File: src/rtl/module_scan_counter_if.sv
// module_scan_counter_if: control and status bundle of the scan counter.
interface module_scan_counter_if #(parameter int WIDTH = 4, parameter int MODULUS = 4);
  logic               stop;
  logic               load;
  logic [WIDTH-1:0]   load_val;
  logic               up;
  logic [WIDTH-1:0]   count_o;
  logic               tick_o;
  logic               tc_o;
  logic [MODULUS-1:0] onehot_o;
  modport master (output stop, load, load_val, up, input count_o, tick_o, tc_o, onehot_o);
  modport slave  (input stop, load, load_val, up, output count_o, tick_o, tc_o, onehot_o);
endinterface

File: src/rtl/module_scan_counter.sv
// module_scan_counter: prescaled modulo-N up/down scan counter with wrap or saturate,
// tick/terminal-count strobes and a one-hot decode for digit selection.
module module_scan_counter #(
  parameter int WIDTH    = 4,
  parameter int MODULUS  = 4,
  parameter int PRESCALE = 1,
  parameter int SATURATE = 0
) (
  input logic clk,
  input logic rst,
  module_scan_counter_if.slave bus
);
  localparam int PW = PRESCALE > 1 ? $clog2(PRESCALE) : 1;
  localparam logic [WIDTH-1:0] LAST = WIDTH'(MODULUS - 1);
  localparam logic [PW-1:0] PLAST = PW'(PRESCALE - 1);
  logic [WIDTH-1:0] count, nxt;
  logic [PW-1:0] pre_cnt;
  logic tick, tc, step, at_end;
  always_comb begin
    step   = !bus.stop && pre_cnt == PLAST;
    at_end = bus.up ? count == LAST : count == '0;
    nxt    = at_end ? (SATURATE != 0 ? count : (bus.up ? '0 : LAST))
                    : (bus.up ? count + 1'b1 : count - 1'b1);
  end
  always_ff @(posedge clk or negedge rst) begin
    if (!rst) begin
      count   <= '0;
      pre_cnt <= '0;
      tick    <= 1'b0;
      tc      <= 1'b0;
    end else if (bus.load) begin
      count   <= bus.load_val > LAST ? LAST : bus.load_val;
      pre_cnt <= '0;
      tick    <= 1'b0;
      tc      <= 1'b0;
    end else begin
      tick <= step;
      tc   <= step && at_end;
      if (!bus.stop) pre_cnt <= step ? '0 : pre_cnt + 1'b1;
      if (step) count <= nxt;
    end
  end
  for (genvar k = 0; k < MODULUS; k++) begin : g_dec
    assign bus.onehot_o[k] = count == WIDTH'(k);
  end
  assign bus.count_o = count;
  assign bus.tick_o  = tick;
  assign bus.tc_o    = tc;
endmodule

File: src/flat_wrapper.sv
// flat-port wrapper written by rule: the top's interface ports become plain ports
module module_scan_counter_flat 
#(
  parameter int WIDTH    = 4,
  parameter int MODULUS  = 4,
  parameter int PRESCALE = 1,
  parameter int SATURATE = 0
)
  (clk, rst, bus_stop, bus_load, bus_load_val, bus_up, bus_count_o, bus_tick_o, bus_tc_o, bus_onehot_o);
  module_scan_counter_if #(.WIDTH(WIDTH), .MODULUS(MODULUS)) bus_i ();
  input logic clk;
  input logic rst;
  input wire logic [$bits(bus_i.stop)-1:0] bus_stop;
  input wire logic [$bits(bus_i.load)-1:0] bus_load;
  input wire logic [$bits(bus_i.load_val)-1:0] bus_load_val;
  input wire logic [$bits(bus_i.up)-1:0] bus_up;
  output wire logic [$bits(bus_i.count_o)-1:0] bus_count_o;
  output wire logic [$bits(bus_i.tick_o)-1:0] bus_tick_o;
  output wire logic [$bits(bus_i.tc_o)-1:0] bus_tc_o;
  output wire logic [$bits(bus_i.onehot_o)-1:0] bus_onehot_o;
  assign bus_i.stop = bus_stop;
  assign bus_i.load = bus_load;
  assign bus_i.load_val = bus_load_val;
  assign bus_i.up = bus_up;
  assign bus_count_o = bus_i.count_o;
  assign bus_tick_o = bus_i.tick_o;
  assign bus_tc_o = bus_i.tc_o;
  assign bus_onehot_o = bus_i.onehot_o;
  module_scan_counter #(.WIDTH(WIDTH), .MODULUS(MODULUS), .PRESCALE(PRESCALE), .SATURATE(SATURATE)) u_core (.clk(clk), .rst(rst), .bus(bus_i));
endmodule
File: config.mk
export PLATFORM = sky130hd
export DESIGN_NAME = module_scan_counter_flat
export DESIGN_NICKNAME = d
export VERILOG_FILES = /design/src/rtl/module_scan_counter_if.sv /design/src/rtl/module_scan_counter.sv /design/src/flat_wrapper.sv
export SDC_FILE = /design/constraint.sdc
export NUM_CORES = 1
export LEC_CHECK = 0
export CORE_AREA = 2 2 39 41
export CTS_BUF_LIST = sky130_fd_sc_hd__clkbuf_8
export CTS_CLUSTER_SIZE = 14
export DETAILED_ROUTE_END_ITERATION = 10
export DIE_AREA = 0 0 41 43
export PLACE_DENSITY = 0.77
export SYNTH_ARGS = -nofsm -noshare
export SYNTH_HDL_FRONTEND = slang
export SYNTH_SLANG_ARGS = --single-unit
File: constraint.sdc
create_clock -name clk -period 1.5 [get_ports clk]
set_input_delay 0.225 -clock clk [delete_from_list [all_inputs] [get_ports clk]]
set_output_delay 0.225 -clock clk [all_outputs]
set_load 0.05 [all_outputs]
==> results.py, run 1 <==
metrics = {
    "setup_path": {
        "path_max_fanout": 2,
        "cpMaxStageDelayCell": "dfrtp_2",
        "rr_worst_depth": 6,
        "rr_startpoint": "u_core.bus.count_o[0]$_DFFE_PN0P_",
        "reg2reg_to": "u_core.bus.count_o[3]$_DFFE_PN0P_",
        "crit_buf_inv": 3,
        "critPathLaunchType": "flip-flop",
        "crit_chain": "inv_2, ha_4, or3b_4, clkinvlp_4, buf_12",
        "worst-r2r-setup-slack_ps": -110,
        "critPathKind": "reg2out",
        "cp.required_ps": 1270,
        "worstPathArrival_ps": 1460,
        "endpoint_kind": "primary output",
        "worst_path_largest_cell_delay_ps": 410,
        "critPathTopFamily": "flip-flops",
    },
    "clock_tree": {
        "cts_tree": "built",
        "root_buffer": "clkbuf_8",
        "cts_made_buffers": 3,
        "cts_sinks": 7,
        "clock_path_buffers": 2,
        "insertion_delay_ps": 230,
        "htreeDepth": 1,
        "holdBufCountCts": 0,
        "clkTransAtPathRegs_ps": 40,
    },
    "floorplanning": {
        "die_x_um": 41,
        "die_area_sq_um": 1760,
        "core_sq_um": 1380,
        "start_util_pct": 33.7,
        "io_pins": 19,
        "die-height_um": 43,
        "row_count": 14,
    },
    "timing": {
        "worst_pin_slew_ps": 334,
        "finClkSkew_ps": 3.96,
        "fin_crit_ps": 1680,
        "maxSlewViolCount": 0,
        "setup_slack_ps": -183,
        "whs_ps": 264,
        "rsz0062_at_grt": "true",
        "setup_violations": 10,
        "period_share_pct": 112,
        "slew-limit-headroom_pct": 77.7,
        "final_hold_viol_count": 0,
        "max_freq_mhz": 594,
    },
    "yosys": {
        "syn_inst": 50,
        "yosysSeqAreaShare_pct": 37.5,
        "syn-num-nets": 63,
        "yosysWarnings": 0,
        "syn_area_sq_um": 467,
        "postSynthAreaPerCell_sq_um": 9.33,
        "synth_cell_types": 25,
        "synth-seq-cells": 7,
    },
    "grt": {
        "grt_pass1_vias": 566,
        "grt_pass1_wl_mm": 2.43,
        "grt_max_degree": 9,
        "gr-total-overflow": 0,
        "grtUsageTotal_pct": 20.4,
        "grt_antenna_before_repair": 0,
    },
    "placed_design": {
        "pre_cts_ws_ps": -145,
        "gp_congestion": 0.780,
        "portBuffers": 18,
        "dpl.hpwl_mm": 1.09,
    },
    "drt": {
        "first_pass_iters": 4,
        "routedWlPerCell_um": 15.2,
        "vias": 552,
        "wirelength_mm": 1.59,
        "viasPerCell": 5.26,
        "final_antenna_net_count": 0,
        "drt_iter0_drc": 6,
        "drcViolationCount": 0,
    },
    "pwr": {
        "p_seq_share_pct": 22.4,
        "ir_drop_v": 0.000677,
        "p_leak_uw": 0.000445,
        "swShare_pct": 33.0,
        "p_comb_share_pct": 50.1,
        "switchingPower_uw": 311,
        "powerDensity_nw_per_um2": 931,
        "total_power_uw": 940,
        "p_int_uw": 630,
        "power_frac_clock_pct": 27.5,
    },
    "outcome": {
        "status": "finished, violations left",
        "violations": "setup timing",
    },
    "layout": {
        "drive_gt1_share_pct": 60.7,
        "nets": 103,
        "areaGrowthSynthToFinish_pct": 116,
        "diodes": 0,
    },
    "run": {
        "max-cap-violations": 0,
    },
    "hold_path": {
        "hp-class": "in2async",
    },
}
## cells in the mapped netlist, drive strengths merged
| master | count | area, sq um |
|---|---|---|
| dfrtp | 7 | 175 |
| a21oi | 6 | 33.8 |
| nor2 | 6 | 22.5 |
| ha | 4 | 50.1 |
| inv | 4 | 15.0 |
| and2 | 3 | 18.8 |
| nand2 | 2 | 7.51 |
| o31a | 2 | 17.5 |
| a211o | 1 | 8.76 |
| a21bo | 1 | 10.0 |
| a22oi | 1 | 7.51 |
| and3 | 1 | 6.26 |
| buf | 1 | 5.00 |
| mux2 | 1 | 11.3 |
| mux2i | 1 | 10.0 |
| nand2b | 1 | 6.26 |
| nand4 | 1 | 6.26 |
| nand4b | 1 | 8.76 |
| nor3 | 1 | 5.00 |
| nor4b | 1 | 8.76 |
| or2 | 1 | 6.26 |
| or3 | 1 | 6.26 |
| or3b | 1 | 8.76 |
| or4 | 1 | 11.3 |
## worst max-delay path by stage
| stage | startpoint | endpoint | slack (ps) | cells after the start |
|---|---|---|---|---|
| 2_1_floorplan | u_core.bus.count_o[1]$_DFFE_PN0P_ | bus_onehot_o[0] | -90 | 4 |
| 3_3_place_gp | bus_up | u_core.bus.count_o[3]$_DFFE_PN0P_ | -100 | 4 |
| 6_report | u_core.bus.count_o[1]$_DFFE_PN0P_ | bus_onehot_o[0] | -180 | 5 |
| 5_1_grt | u_core.bus.count_o[1]$_DFFE_PN0P_ | bus_onehot_o[0] | -230 | 5 |
| 3_5_place_dp | bus_up | u_core.bus.count_o[3]$_DFFE_PN0P_ | -150 | 4 |
| 4_1_cts | u_core.bus.count_o[0]$_DFFE_PN0P_ | bus_onehot_o[0] | -180 | 5 |
## worst reg2reg max path, cell delays in order, from the launching register on
cell and delay (ps):
dfrtp_2 410, buf_4 140, buf_6 120, ha_4 160
mux2_4 290, a211o_1 280, mux2i_1 130
## sequential cells by signal (all words and copies together), names as in the netlist
register / flops
u_core.bus.tc_o: 1
u_core.bus.tick_o: 1
u_core.bus.count_o: 4
u_core.pre_cnt: 1
## cell families after synthesis
logic type               synth area share (%)
AO/OA/AOI/OAI                            16.6
adder cells (fa/ha/maj)                  10.7
AND/OR/NAND/NOR                          26.3
flip-flops                               37.5
buffers and inverters                    4.29
multiplexers                             4.56
## cell type report
type,instances,area [sq um]
clock buffer,3,41.3
clock inverter,1,3.75
fill,95,374
inverter,4,18.8
multi-input combinational,38,340
sequential,7,180
tap,16,20.0
timing repair buffer,36,405
## metrics by stage
| step | utilization (%) | cells | TNS [ps] | cell area (sq um) |
|---|---|---|---|---|
| floorplan | - | 50 | -112 | 497 |
| global placement | 59.2 | 90 | -129 | 820 |
| detailed placement | 59.2 | 90 | -360 | 820 |
| CTS | 66.5 | 99 | -508 | 921 |
| global route | 73.0 | 105 | -1180 | 1010 |
| finish | 73.0 | 105 | -818 | 1010 |
## metal layers
metal	track usage, %	wire [um]	share of wire (%)	up-vias
met2	33.8	855	54	28
met3	6.81	82	5.2	4
met5	0	0	0	-
met4	10.7	36	2.3	0
li1	-	-	-	254
met1	21.2	617	39	266
## layout by cell type, fill, tap and decap left out, types with 3 or more instances in the layout
| cell type | n |
|---|---|
| dfrtp_2 | 4 |
| dfrtp_1 | 3 |
| and2_4 | 3 |
| clkdlybuf4s50_1 | 8 |
| nor2_1 | 5 |
| buf_4 | 16 |
| buf_12 | 8 |
| a21oi_1 | 3 |
| clkbuf_8 | 3 |
| buf_6 | 4 |
## power by group through the flow
stage / sequential, uW / combinational (uW) / clock, uW
after floorplan: 256 / 140 / 0
after global placement: 217 / 352 / 0
after detailed placement: 218 / 365 / 0
after CTS: 209 / 408 / 266
after global routing: 211 / 497 / 278
final: 211 / 471 / 258
## what timing repair did
action	4_1_cts	5_1_grt
resized for setup	5	12
pin swaps	2	2
endpoints found under the setup margin	4	7
endpoints found under the hold margin	0	0
cloned	0	0
setup buffers	5	6
No activity file was read; power rests on OpenSTA's default activity.
==> run 2, diff against run 1 <==
--- a/config.mk
+++ b/config.mk
@@ -5,12 +5,14 @@
 export SDC_FILE = /design/constraint.sdc
 export NUM_CORES = 1
 export LEC_CHECK = 0
-export CORE_AREA = 2 2 39 41
+export CELL_PAD_IN_SITES_DETAIL_PLACEMENT = 1
+export CELL_PAD_IN_SITES_GLOBAL_PLACEMENT = 1
+export CORE_ASPECT_RATIO = 0.9
+export CORE_UTILIZATION = 28
 export CTS_BUF_LIST = sky130_fd_sc_hd__clkbuf_8
 export CTS_CLUSTER_SIZE = 14
 export DETAILED_ROUTE_END_ITERATION = 10
-export DIE_AREA = 0 0 41 43
-export PLACE_DENSITY = 0.77
+export PLACE_DENSITY = 0.82
 export SYNTH_ARGS = -nofsm -noshare
 export SYNTH_HDL_FRONTEND = slang
 export SYNTH_SLANG_ARGS = --single-unit
==> run 2 against run 1 <==
- the flow still finishes with violations (setup timing)
- via count is 7.6% lower
- clock skew is 0.57 ps higher
- sequential share of layout area is 0.27 points higher
- hold slack better by 4.0 ps
- total power is 5.1% lower
- worst setup slack better by 13 ps
- final area is 1.5% lower
- cell count is 2.9% higher
- critical path depth stayed put
- clock power is 2% lower
==> results.py, run 2 (synthesis gave the netlist of run 1 again) <==
metrics = {
    "drt": {
        "drcViolationCount": 0,
        "viasPerCell": 4.72,
        "first_pass_iters": 4,
        "vias": 510,
        "final_antenna_net_count": 0,
        "drt_iter0_drc": 6,
        "wirelength_mm": 1.69,
        "routedWlPerCell_um": 15.6,
    },
    "layout": {
        "largest_reg_flops": 4,
        "drive_gt1_share_pct": 58.1,
        "final_common_cell": "buf_4",
        "final_cell_mix": "buf_4, clkdlybuf4s50_1, buf_12",
        "nets": 100,
        "diodes": 0,
        "areaGrowthSynthToFinish_pct": 113,
    },
    "pwr": {
        "p_int_uw": 595,
        "power_frac_clock_pct": 28.5,
        "p_leak_uw": 0.000436,
        "p_seq_share_pct": 23.5,
        "ir_drop_v": 0.000761,
        "powerDensity_nw_per_um2": 897,
        "switchingPower_uw": 297,
        "p_comb_share_pct": 48.0,
        "swShare_pct": 33.3,
    },
    "floorplanning": {
        "die_area_sq_um": 1830,
        "io_pins": 19,
        "start_util_pct": 31.2,
        "die_x_um": 45.0,
        "die-height_um": 40.7,
        "row_count": 13,
        "core_sq_um": 1500,
    },
    "timing": {
        "maxSlewViolCount": 0,
        "slew-limit-headroom_pct": 77.5,
        "period_share_pct": 111,
        "worst_pin_slew_ps": 337,
        "final_hold_viol_count": 0,
        "setup-tns-final_ps": -380,
        "rsz0062_at_grt": "true",
        "setup_slack_ps": -170,
        "fin_crit_ps": 1670,
        "finClkSkew_ps": 4.52,
        "setup_violations": 4,
        "max_freq_mhz": 599,
    },
    "outcome": {
        "status": "finished, violations left",
        "violations": "setup timing",
    },
    "setup_path": {
        "worstPathArrival_ps": 1440,
        "rr_startpoint": "u_core.bus.count_o[1]$_DFFE_PN0P_",
        "cp.required_ps": 1270,
        "rr_worst_depth": 7,
        "worst-r2r-setup-slack_ps": -90,
        "worst_path_largest_cell_delay_ps": 400,
        "endpoint_kind": "primary output",
        "reg2reg_to": "u_core.bus.count_o[1]$_DFFE_PN0P_",
        "critPathLaunchType": "flip-flop",
        "crit_chain": "inv_2, ha_4, or3b_4, clkinvlp_4, buf_12",
        "critPathKind": "reg2out",
        "path_max_fanout": 2,
        "cpMaxStageDelayCell": "dfrtp_2",
    },
    "clock_tree": {
        "root_buffer": "clkbuf_8",
        "cts_tree": "built",
        "insertion_delay_ps": 230,
        "htreeDepth": 1,
        "holdBufCountCts": 0,
        "clkTransAtPathRegs_ps": 40,
        "cts_sinks": 7,
        "clock_path_buffers": 2,
        "cts_made_buffers": 3,
    },
    "placed_design": {
        "gp_congestion": 0.756,
        "pre_cts_ws_ps": -197,
        "dpl.hpwl_mm": 1.24,
        "portBuffers": 18,
    },
    "grt": {
        "grt_antenna_before_repair": 0,
        "gr-total-overflow": 0,
        "grt_max_degree": 9,
        "grt_pass1_wl_mm": 2.45,
        "grt_pass1_vias": 543,
        "grtUsageTotal_pct": 21.1,
    },
    "run": {
        "max-cap-violations": 0,
    },
    "hold_path": {
        "hp-class": "in2async",
    },
}
## run 2: layout make-up
class / count / area (sq um)
sequential: 7 / 180
clock inverter: 1 / 3.75
timing repair buffer: 33 / 379
clock buffer: 3 / 41.3
tap: 22 / 27.5
fill: 159 / 502
multi-input combinational: 38 / 344
inverter: 4 / 18.8
## run 2: power by group through the flow
stage	clock network, uW	registers (uW)	logic, uW
floorplan	0	256	140
global placement	0	216	356
detailed placement	0	217	368
CTS	261	209	408
global route	276	210	453
finish	254	210	429
## run 2: how the worst max path moves through the flow
stage	from	end	slack, ps	cells after the start
6_report	u_core.bus.count_o[1]$_DFFE_PN0P_	bus_onehot_o[0]	-170	5
5_1_grt	u_core.bus.count_o[1]$_DFFE_PN0P_	bus_onehot_o[0]	-210	5
4_1_cts	u_core.bus.count_o[1]$_DFFE_PN0P_	bus_onehot_o[0]	-180	5
3_5_place_dp	bus_up	u_core.bus.count_o[3]$_DFFE_PN0P_	-200	4
3_3_place_gp	bus_up	u_core.bus.count_o[3]$_DFFE_PN0P_	-110	4
2_1_floorplan	u_core.bus.count_o[1]$_DFFE_PN0P_	bus_onehot_o[0]	-90	4
## run 2: metal layers
metal  part of all wire (%)  GRT usage [%]  vias up
met5                      0              0        -
met4                   0.83           6.82        0
met3                    3.6           6.61        2
met2                     53           43.1       14
met1                     43           20.5      246
li1                       -              -      248
## run 2: what timing repair did
item	CTS	global route
cloned	0	0
pin swaps	2	3
setup buffers	5	1
gates resized for setup	7	9
endpoints found under the setup margin	4	7
## run 2: critical path, delay by kind of cell (launching register included)
family        cells  cell delay [ps]
simple gates      1              390
buf+inv           3              300
flops             1              400
fa+ha+maj         1              130
## run 2: per-stage QoR
| step | instances | utilization [%] | hold slack, ps | area [sq um] | total power (uW) |
|---|---|---|---|---|---|
| final | 108 | 66.5 | 268 | 995 | 892 |
| after global routing | 108 | 66.5 | 284 | 995 | 940 |
| after CTS | 107 | 63.0 | 272 | 942 | 879 |
| after detailed placement | 98 | 56.3 | 511 | 842 | 585 |
| after global placement | 98 | 56.3 | 498 | 842 | 573 |
| after floorplan | 50 | - | -70.6 | 497 | 395 |
==> run 3, diff against run 2 <==
--- a/config.mk
+++ b/config.mk
@@ -10,7 +10,7 @@
 export CORE_ASPECT_RATIO = 0.9
 export CORE_UTILIZATION = 28
 export CTS_BUF_LIST = sky130_fd_sc_hd__clkbuf_8
-export CTS_CLUSTER_SIZE = 14
+export CTS_CLUSTER_DIAMETER = 120
 export DETAILED_ROUTE_END_ITERATION = 10
 export PLACE_DENSITY = 0.82
 export SYNTH_ARGS = -nofsm -noshare
==> results of run 3 <==
The final DEF is identical to that of run 2; final timing and power are the same.
